==> config.mk <==
export PLATFORM = sky130hd
export DESIGN_NAME = axi_lite_regbus_bridge
export DESIGN_NICKNAME = d
export VERILOG_FILES = /design/src/rtl/axi_lite_regbus_bridge.sv
export SDC_FILE = /design/constraint.sdc
export NUM_CORES = 1
export LEC_CHECK = 0
export CORE_ASPECT_RATIO = 1.25
export CORE_MARGIN = 3
export CORE_UTILIZATION = 44
export DETAILED_ROUTE_END_ITERATION = 6
export GPL_ROUTABILITY_DRIVEN = 0
export HOLD_SLACK_MARGIN = 0.12
export PLACE_DENSITY = 0.84
export SKIP_CTS_REPAIR_TIMING = 1
export SLEW_MARGIN = 15
export SYNTH_ARGS = -nofsm -noshare
export SYNTH_HDL_FRONTEND = slang
export SYNTH_SLANG_ARGS = --single-unit
==> constraint.sdc <==
create_clock -name clk -period 2.7 [get_ports clk]
set_input_delay 0.27 -clock clk [delete_from_list [all_inputs] [get_ports clk]]
set_output_delay 0.27 -clock clk [all_outputs]
set_load 0.02 [all_outputs]
==> src/rtl/axi_lite_regbus_bridge.sv <==
// axi_lite_regbus_bridge
// Terminates an AXI4-Lite slave port and turns each read or write into a
// single strobe/ack transaction on the internal register bus. A missing
// bus_ack is converted into an SLVERR response after TIMEOUT cycles, so
// every AXI transaction always completes.
//
// Ports:
//   clk, rst                      single clock, synchronous active-high reset
//   s_aw*/s_w*/s_b*               AXI4-Lite write address/data/response channels
//   s_ar*/s_r*                    AXI4-Lite read address/data channels
//   bus_addr/bus_wdata/bus_be     register bus request (address word-aligned)
//   bus_wr/bus_rd                 one-cycle write/read strobes
//   bus_rdata/bus_ack             register bus completion
module axi_lite_regbus_bridge #(
  parameter int          ADDR_W   = 16,
  parameter int          DATA_W   = 32,
  parameter int          TIMEOUT  = 255,
  parameter logic [31:0] ERR_DATA = 32'hDEAD_BEEF
) (
  input  logic                  clk,
  input  logic                  rst,
  input  logic [ADDR_W-1:0]     s_awaddr,
  input  logic                  s_awvalid,
  output logic                  s_awready,
  input  logic [DATA_W-1:0]     s_wdata,
  input  logic [DATA_W/8-1:0]   s_wstrb,
  input  logic                  s_wvalid,
  output logic                  s_wready,
  output logic [1:0]            s_bresp,
  output logic                  s_bvalid,
  input  logic                  s_bready,
  input  logic [ADDR_W-1:0]     s_araddr,
  input  logic                  s_arvalid,
  output logic                  s_arready,
  output logic [DATA_W-1:0]     s_rdata,
  output logic [1:0]            s_rresp,
  output logic                  s_rvalid,
  input  logic                  s_rready,
  output logic [ADDR_W-1:0]     bus_addr,
  output logic [DATA_W-1:0]     bus_wdata,
  output logic [DATA_W/8-1:0]   bus_be,
  output logic                  bus_wr,
  output logic                  bus_rd,
  input  logic [DATA_W-1:0]     bus_rdata,
  input  logic                  bus_ack
);

  if (DATA_W != 32) begin : g_bad_data_w
    $error("axi_lite_regbus_bridge: DATA_W must be 32");
  end
  if (TIMEOUT < 1 || TIMEOUT > 65535) begin : g_bad_timeout
    $error("axi_lite_regbus_bridge: TIMEOUT must be in 1..65535");
  end

  localparam logic [1:0]        RESP_OKAY   = 2'b00;
  localparam logic [1:0]        RESP_SLVERR = 2'b10;
  localparam logic [ADDR_W-1:0] ALIGN_MASK  = ~ADDR_W'(3);
  // Last counter value still inside the ack window; the response state is
  // entered on the edge where the counter would reach TIMEOUT.
  localparam logic [15:0]       CNT_LAST    = 16'(TIMEOUT - 1);

  typedef enum logic [2:0] {
    IDLE, WR_COLLECT, WR_BUS, WR_RESP, RD_BUS, RD_RESP
  } state_t;

  state_t                state_q, state_nxt;
  logic                  aw_lat_q, w_lat_q;
  logic [ADDR_W-1:0]     addr_q;
  logic [DATA_W-1:0]     wdata_q;
  logic [DATA_W/8-1:0]   be_q;
  logic [15:0]           cnt_q;
  logic [1:0]            bresp_q, rresp_q;
  logic [DATA_W-1:0]     rdata_q;

  logic aw_hs, w_hs, ar_hs;
  logic ack_seen, timed_out;

  assign bus_addr  = addr_q;
  assign bus_wdata = wdata_q;
  assign bus_be    = be_q;
  assign s_bresp   = bresp_q;
  assign s_rresp   = rresp_q;
  assign s_rdata   = rdata_q;

  always_comb begin
    state_nxt = state_q;
    s_awready = 1'b0;
    s_wready  = 1'b0;
    s_arready = 1'b0;
    s_bvalid  = 1'b0;
    s_rvalid  = 1'b0;
    bus_wr    = 1'b0;
    bus_rd    = 1'b0;
    aw_hs     = 1'b0;
    w_hs      = 1'b0;
    ar_hs     = 1'b0;
    ack_seen  = 1'b0;
    timed_out = 1'b0;
    case (state_q)
      IDLE, WR_COLLECT: begin
        // Readies are held low while rst is asserted so the port looks idle.
        s_awready = !aw_lat_q && !rst;
        s_wready  = !w_lat_q && !rst;
        // Reads only start when no write is pending or being offered.
        s_arready = (state_q == IDLE) && !aw_lat_q && !w_lat_q &&
                    !s_awvalid && !s_wvalid && !rst;
        aw_hs = s_awvalid && s_awready;
        w_hs  = s_wvalid && s_wready;
        ar_hs = s_arvalid && s_arready;
        if ((aw_lat_q || aw_hs) && (w_lat_q || w_hs))
          state_nxt = WR_BUS;
        else if (aw_hs || w_hs)
          state_nxt = WR_COLLECT;
        else if (ar_hs)
          state_nxt = RD_BUS;
      end
      WR_BUS, RD_BUS: begin
        bus_wr    = (state_q == WR_BUS) && (cnt_q == 16'd0);
        bus_rd    = (state_q == RD_BUS) && (cnt_q == 16'd0);
        ack_seen  = bus_ack;
        timed_out = !bus_ack && (cnt_q == CNT_LAST);
        if (ack_seen || timed_out)
          state_nxt = (state_q == WR_BUS) ? WR_RESP : RD_RESP;
      end
      WR_RESP: begin
        s_bvalid = 1'b1;
        if (s_bready) state_nxt = IDLE;
      end
      RD_RESP: begin
        s_rvalid = 1'b1;
        if (s_rready) state_nxt = IDLE;
      end
      default: state_nxt = IDLE;
    endcase
  end

  always_ff @(posedge clk) begin
    if (rst) begin
      state_q  <= IDLE;
      aw_lat_q <= 1'b0;
      w_lat_q  <= 1'b0;
      addr_q   <= '0;
      wdata_q  <= '0;
      be_q     <= '0;
      cnt_q    <= '0;
      bresp_q  <= RESP_OKAY;
      rresp_q  <= RESP_OKAY;
      rdata_q  <= '0;
    end else begin
      state_q <= state_nxt;
      if (aw_hs) begin
        aw_lat_q <= 1'b1;
        addr_q   <= s_awaddr & ALIGN_MASK;
      end
      if (w_hs) begin
        w_lat_q <= 1'b1;
        wdata_q <= s_wdata;
        be_q    <= s_wstrb;
      end
      if (ar_hs)
        addr_q <= s_araddr & ALIGN_MASK;
      // Counter is 0 in the strobe cycle and only runs inside a bus state.
      if (state_q == WR_BUS || state_q == RD_BUS)
        cnt_q <= cnt_q + 16'd1;
      else
        cnt_q <= '0;
      if (state_q == WR_BUS && (ack_seen || timed_out)) begin
        bresp_q  <= ack_seen ? RESP_OKAY : RESP_SLVERR;
        aw_lat_q <= 1'b0;
        w_lat_q  <= 1'b0;
      end
      if (state_q == RD_BUS && (ack_seen || timed_out)) begin
        rresp_q <= ack_seen ? RESP_OKAY : RESP_SLVERR;
        rdata_q <= ack_seen ? bus_rdata : ERR_DATA;
      end
    end
  end

endmodule

Yosys cells after proc, flatten, opt, wreduce, memory -nomap -nowiden

Cells that the tools add are included.

Bits in registers: 107
Input bits: 108
Output and inout port bits: 95
Word-level logic and storage cells: 82

Add/subtract/negate cells: 1
Equal/unequal tests: 10
Multiplexer cells: 24
Bitwise gates (word level): 1
Reduce and logical (&&, ||, !) cells: 36

Operators with widths:

| kind                                           | count |
|---|---|
| 2-to-1 mux 16 bit                              | 2 |
| 2-to-1 mux 32 bit                              | 1 |
| 2-to-1 mux 3 bit                               | 7 |
| adder 16 x 1 -> 16 bit, second input constant  | 1 |
| == test 16 x 8 -> 1 bit, second input constant | 1 |
| logical AND 1 bit                              | 16 |
| zero test 16 bit                               | 1 |
| 2-to-1 mux 1 bit                               | 12 |
| case mux 3 bit (4 select lines)                | 1 |
| OR reduction 2 bit                             | 4 |
| == test 3 x 2 -> 1 bit, second input constant  | 2 |
| == test 3 bit, second input constant           | 2 |
| zero test 1 bit                                | 6 |
| logical OR 1 bit                               | 6 |
| != test 2 bit, second input constant           | 3 |
| != test 4 bit, second input constant           | 1 |
| AND reduction 4 bit                            | 1 |
| == test 3 x 1 -> 1 bit, second input constant  | 1 |
| zero test 3 bit                                | 1 |
| 2-to-1 mux 2 bit                               | 1 |
| nonzero test 2 bit                             | 1 |
| NOT 1 bit                                      | 1 |

Longest topological paths before layout

Gate-level depths: netlist of run 1.

Word-level depth: 11
Gate-level depth with buffers: 7

Least setup slack after synthesis of run 1

No wires, ideal clock.

Path kind: flip-flop to flip-flop
From: register state_q[2]
To: register be_q[3], in the netlist bus_be[3]
Setup time: 132 ps
Arrival: 2006 ps
Data required time: 2568 ps
Slack: 561 ps
Cell stages (with the launch flop): 6
Buffers on the path: 1
Cells stage by stage: dfxtp_1 nor4_1 nand2_1 clkbuf_1 nand2_1 a21oi_1

Longest elaborated chain between the ends: 3

RTL lines:

| item                                                      | line | source |
|---|---|---|
| start: declaration                                        | 66   | `state_t state_q, state_nxt;` |
| start signal: assignment                                  | 150  | `state_q <= state_nxt;` |
| == test 3 x 1 -> 1 bit or zero test 3 bit (tied branches) | 99   | `case (state_q)` |
| OR reduction 2 bit (*)                                    | 99   |  |
| 2-to-1 mux 1 bit (*)                                      | 99   |  |
| end signal: assignment                                    | 158  | `be_q <= s_wstrb;` |
| end: declaration                                          | 70   | `logic [DATA_W/8-1:0] be_q;` |

Mark *: on every way between the ends. The rest lies on a longest branch, timed or not.
A chain may end at the register's enable or synchronous reset.

Worst setup path after layout of run 1

From: register cnt_q[14]
To: output port bus_rd

Longest elaborated chain between the ends: 3

RTL lines:

| item                     | line | source |
|---|---|---|
| start: declaration       | 71   | `logic [15:0] cnt_q;` |
| start signal: assignment | 164  | `cnt_q <= cnt_q + 16'd1;` |
| zero test 16 bit         | 119  | `bus_rd = (state_q == RD_BUS) && (cnt_q == 16'd0);` |
| logical AND 1 bit        | 119  |  |
| 2-to-1 mux 1 bit         | 99   |  |
| end: declaration         | 43   | `output logic bus_rd,` |

Every way passes these cells.

==> results of run 1 <==
-- placed cells by master, fill, tap and decap left out, types with 3 or more instances in the layout --
master           instances
a211oi_1                 3
a21oi_1                 59
a22oi_1                 14
and2_1                   7
buf_4                    7
clkbuf_16                9
clkdlybuf4s50_1        193
conb_1                   4
dfxtp_1                105
ha_1                     3
inv_1                   13
nand2_1                 87
nand2b_1                 4
nand3_1                 24
nand4_1                  5
nor2_1                  20
nor3_1                   6
o21ai_0                  4
o221a_1                  6
o221a_2                 18
o32ai_1                  9
or3_1                    3
xor2_1                  10
-- where the power goes --
group          leakage (nW)  switching [mW]  internal, mW  total (mW)
registers             0.853           0.128          1.72        1.85
clock network         0.153           0.553         0.808        1.36
logic                  1.28           0.658         0.615        1.27
-- state kept, by name, summed over array words and instances, names as in the netlist --
signal / count
s_rdata: 32
s_rresp: 1
aw_lat_q: 1
bus_be: 4
w_lat_q: 1
bus_wdata: 32
state_q: 3
s_bresp: 1
cnt_q: 16
bus_addr: 14
-- worst max-delay path, cell delays in order (launching register included) --
cell and delay [ps]:
dfxtp_1 330, or4_1 570, nor2_1 130, nand3_1 90, nor3_1 180, clkdlybuf4s50_1 640
-- path summary, 6_finish.rpt --
| path | from | end | slack [ps] | depth (start not counted) |
|---|---|---|---|---|
| min | rst | bus_wdata[24]$_SDFFE_PP0P_ | 450 | 3 |
| max reg2reg | cnt_q[14]$_SDFF_PP0_ | s_rdata[26]$_SDFFE_PP0P_ | 670 | 4 |
| min reg2reg | bus_wdata[31]$_SDFFE_PP0P_ | bus_wdata[31]$_SDFFE_PP0P_ | 450 | 2 |
| max | cnt_q[14]$_SDFF_PP0_ | bus_rd | 150 | 5 |
-- per-layer routing --
layer  share of wire [%]  vias to the layer above  track usage, %
li1                    -                     1986               -
met1                  39                     1903            26.3
met2                  53                      150            41.2
met3                 5.8                       20            4.71
met4                 2.0                        0            8.50
met5                   0                        -               0
-- kinds of logic after synthesis --
| kind of cell | share of synthesized area [%] |
|---|---|
| XOR/XNOR | 2.52 |
| buffers and inverters | 6.22 |
| other | 0.0900 |
| flip-flops | 50.5 |
| AO/OA/AOI/OAI | 21.2 |
| AND/OR/NAND/NOR | 18.6 |
| adder cells (fa/ha/maj) | 0.901 |
-- layout make-up --
cell class,instances,area share [%]
multi-input cells,310,28.3
clock buffers,10,3.57
well taps,123,2.40
clock inverters,5,1.23
repair buffers,201,31.0
flip-flops and latches,105,32.7
inverters,14,0.818
-- through the flow --
stage | area, µm² | worst slack, ps | power (mW) | util, % | hold slack [ps]
floorplan | 4180 | 561 | 2.57 | - | 406
global placement | 6110 | 494 | 3.11 | 66.7 | 437
detailed placement | 6110 | 438 | 3.15 | 66.7 | 446
CTS | 6420 | 142 | 4.51 | 70.0 | 435
global route | 6420 | 12.5 | 4.69 | 70.0 | 454
finish | 6420 | 146 | 4.48 | 70.0 | 449
==> impl_metrics.py, run 1 <==
metrics = {
    "outcome": {
        "status": "finished, final reports clean",
    },
    "floorplanning": {
        "core_um2": 9170,
        "fp-row-count": 39,
        "pin_count": 203,
        "dieArea_um2": 10700,
        "die_h_um": 115,
        "dieWidth_um": 93.0,
        "initial_core_util_pct": 45.4,
    },
    "setup_path": {
        "crit_path_max_fanout": 4,
        "crit_path_end_kind": "output pin",
        "arrival_ps": 2280,
        "path_class": "flip-flop to output pin",
        "cp.required_ps": 2430,
        "cp-start-kind": "flip-flop",
    },
    "global_routing": {
        "grt_usage_pct": 22.8,
        "grt_pass1_wl_mm": 19.4,
        "grt_max_degree": 46,
        "antenna_found_initial": 0,
        "grt_overflow": 0,
        "grt_pass1_vias": 4020,
    },
    "synthesis": {
        "syn_area_um2": 4170,
        "netlist-cell-type-count": 42,
        "yosys_most_used_dff": "dfxtp_1",
        "ys_seq_area_share_pct": 50.5,
        "synth_enable_flop_cells": 0,
        "ys_warn_count": 0,
        "synth_top_area_cell": "dfxtp_1",
        "synth_top_area_share_pct": 50.5,
        "synth.top_cells.by_count": "dfxtp_1, nand2_1, a21oi_1",
        "ys_seq_elements": 105,
        "synth-async-reset-ratio_pct": 0,
        "postSynthAreaPerCell_um2": 8.98,
        "netlist_instances": 464,
        "synth.top_cells.by_area": "dfxtp_1, nand2_1, a21oi_1",
        "yosysMostFrequentCell": "dfxtp_1",
    },
    "clocking": {
        "cts.path.max_buffers": 2,
        "cts-root-buf": "clkbuf_16",
        "cts.sinks": 105,
        "cts_buffers": 9,
        "path_clk_slew_ps": 70,
        "clock_latency_ps": 340,
        "htree_num_levels": 3,
        "cts_tree": "done",
    },
    "run": {
        "maxCapViolations": 0,
    },
    "power": {
        "leakagePower_nw": 2.29,
        "ir_drop_uv": 354,
        "powerDensity_nw_per_um2": 698,
    },
    "placed_design": {
        "hpwl_mm": 9.15,
        "place_inst": 753,
        "placement.io_buffers": 194,
    },
    "sta": {
        "fin_crit_ps": 2550,
        "final-max-slew-violation-count": 0,
        "finalSetupTns_ps": 0,
        "fin_skew_ps": 8.39,
        "max_clock_freq_mhz": 392,
        "slew_headroom_pct": 53.5,
        "setup_viol": 0,
        "finalHoldViolCount": 0,
        "tightest_slew_ps": 691,
        "rsz0062_at_grt": "false",
        "fin_crit_sh_pct": 94.6,
    },
    "cells_and_area": {
        "area_growth_pct": 54.1,
        "fillers": 711,
        "num_antenna_cells": 0,
        "drive_gt1_share_pct": 6.67,
        "multi_input_area_um2": 1820,
        "final_net_count": 752,
        "register_area_um2": 2100,
        "fin_cells": 768,
    },
    "route": {
        "routed_wl_mm": 12.5,
        "drtIter0Drc": 122,
        "wl_per_cell_um": 16.3,
        "antenna_left": 0,
        "dr_total_vias": 4059,
        "drt-vias-per-instance": 5.29,
        "drc": 0,
        "first_pass_iters": 4,
    },
    "min_path": {
        "min_path_type": "input port to flip-flop",
    },
}
Note: power is estimated with default switching activity, not from simulation.
==> run 2: changes to the inputs <==
Settings changed: CORE_MARGIN 3 to 1.5.
==> run 2 against run 1 <==
  * Non-clock buffer count rose by 1
  * Sequential cell count is the same
  * Power is 1.7% lower
  * Via count is 0.69% higher
  * Largest power group unchanged
  * Largest cell class unchanged
  * Clock-buffer cell count unchanged
  * Clock power is 5% lower
==> impl_metrics.py, run 2 (synthesis gave the netlist of run 1 again) <==
metrics = {
    "floorplanning": {
        "initial_core_util_pct": 45.4,
        "dieWidth_um": 90.0,
        "fp-row-count": 39,
        "die_h_um": 112,
        "dieArea_um2": 10100,
        "core_um2": 9170,
        "pin_count": 203,
    },
    "setup_path": {
        "arrival_ps": 2250,
        "reg2reg_slack_ps": 680,
        "crit_path_end_kind": "output pin",
        "crit_path_max_fanout": 4,
        "cp-start-kind": "flip-flop",
        "rr_worst_depth": 4,
        "reg2reg_from": "cnt_q[10]$_SDFF_PP0_",
        "worst_r2r_endpoint": "s_rdata[26]$_SDFFE_PP0P_",
        "cp.required_ps": 2430,
        "path_class": "flip-flop to output pin",
    },
    "outcome": {
        "status": "finished, final reports clean",
    },
    "sta": {
        "slew_headroom_pct": 60.5,
        "finalSetupTns_ps": 0,
        "timing.final.ws_setup_ps": 182,
        "fin_crit_ps": 2520,
        "tightest_slew_ps": 591,
        "finalHoldViolCount": 0,
        "fin_crit_sh_pct": 93.2,
        "max_clock_freq_mhz": 397,
        "fin_skew_ps": 7.41,
        "final-max-slew-violation-count": 0,
        "rsz0062_at_grt": "false",
        "setup_viol": 0,
    },
    "cells_and_area": {
        "final_common_cell": "clkdlybuf4s50_1",
        "final_net_count": 753,
        "num_antenna_cells": 0,
        "drive_gt1_share_pct": 6.96,
        "area_growth_pct": 54.1,
        "final_cell_mix": "clkdlybuf4s50_1, dfxtp_1, nand2_1",
    },
    "placed_design": {
        "pre_cts_slack_ps": 440,
        "placement.io_buffers": 194,
        "hpwl_mm": 8.86,
    },
    "power": {
        "leakagePower_nw": 2.28,
        "ir_drop_uv": 496,
        "powerDensity_nw_per_um2": 686,
    },
    "clocking": {
        "cts.sinks": 105,
        "cts_buffers": 9,
        "path_clk_slew_ps": 70,
        "cts-root-buf": "clkbuf_16",
        "htree_num_levels": 3,
        "clock_latency_ps": 340,
        "cts_tree": "done",
        "cts.path.max_buffers": 2,
    },
    "route": {
        "drt-vias-per-instance": 5.31,
        "routed_wl_mm": 12.2,
        "dr_total_vias": 4087,
        "antenna_left": 0,
        "wl_per_cell_um": 15.8,
        "drtIter0Drc": 171,
        "first_pass_iters": 5,
        "drc": 0,
    },
    "min_path": {
        "min_path_type": "input port to flip-flop",
        "hold_start": "rst",
        "min_to": "state_q[1]$_SDFFE_PP0P_",
        "hold_depth": 2,
    },
    "global_routing": {
        "grt_usage_pct": 24.2,
        "grt_max_degree": 38,
        "grt_pass1_wl_mm": 19.7,
        "antenna_found_initial": 0,
        "grt_overflow": 0,
        "grt_pass1_vias": 4013,
    },
    "run": {
        "maxCapViolations": 0,
    },
}
run 2: cell types whose count changed in the layout (fill, tap and decap cells not counted):
cell        before  now
buf_4            7    8
bufinv_16        2    1
clkinv_2         2    1
clkinv_4         0    3
clkinvlp_4       0    1
inv_6            1    0
run 2: stage by stage:
step | power, mW | hold WS, ps | utilization (%) | area (µm²) | std cells
3_5_place_dp | 3.15 | 444 | 66.7 | 6120 | 754
4_1_cts | 4.44 | 316 | 70.0 | 6420 | 770
6_report | 4.40 | 335 | 70.0 | 6420 | 770
2_1_floorplan | 2.57 | 406 | - | 4180 | 467
5_1_grt | 4.60 | 343 | 70.0 | 6420 | 770
3_3_place_gp | 3.11 | 441 | 66.7 | 6120 | 754
run 2: worst max path at each step:
stage / startpoint / depth (start not counted) / endpoint
2_1_floorplan: state_q[2]$_SDFFE_PP0P_ / 5 / bus_be[3]$_SDFFE_PP0P_
3_3_place_gp: s_awvalid / 4 / s_arready
3_5_place_dp: s_awvalid / 4 / s_arready
4_1_cts: cnt_q[10]$_SDFF_PP0_ / 5 / bus_rd
5_1_grt: cnt_q[12]$_SDFF_PP0_ / 5 / bus_wr
6_report: cnt_q[12]$_SDFF_PP0_ / 5 / bus_rd
run 2: routing by layer:
| metal | vias up | track usage [%] | routed length, µm |
|---|---|---|---|
| li1 | 1993 | - | - |
| met1 | 1910 | 27.1 | 4760 |
| met2 | 160 | 43.2 | 6370 |
| met3 | 24 | 5.60 | 730 |
| met4 | 0 | 11.1 | 328 |
| met5 | - | 0 | 0 |
run 2: critical path: stages (launching register included):
cell	delay, ps
dfxtp_1	350
or4_1	540
nor2_1	140
nand3_1	90
nor3_1	150
clkdlybuf4s50_1	630
run 2: final cells by class:
cell class | count | area (µm²)
inverter | 14 | 52.6
timing repair buffer | 202 | 2000
clock inverter | 6 | 68.8
sequential | 105 | 2100
tap | 123 | 154
clock buffer | 10 | 229
fill | 739 | 2750
multi-input combinational | 310 | 1820
run 2: where the power goes:
part | internal (mW) | total [mW] | switching (mW) | leakage [nW]
logic | 0.620 | 1.27 | 0.651 | 1.29
clock network | 0.722 | 1.29 | 0.565 | 0.143
registers | 1.72 | 1.85 | 0.128 | 0.853
total | 3.06 | 4.40 | 1.34 | 2.28
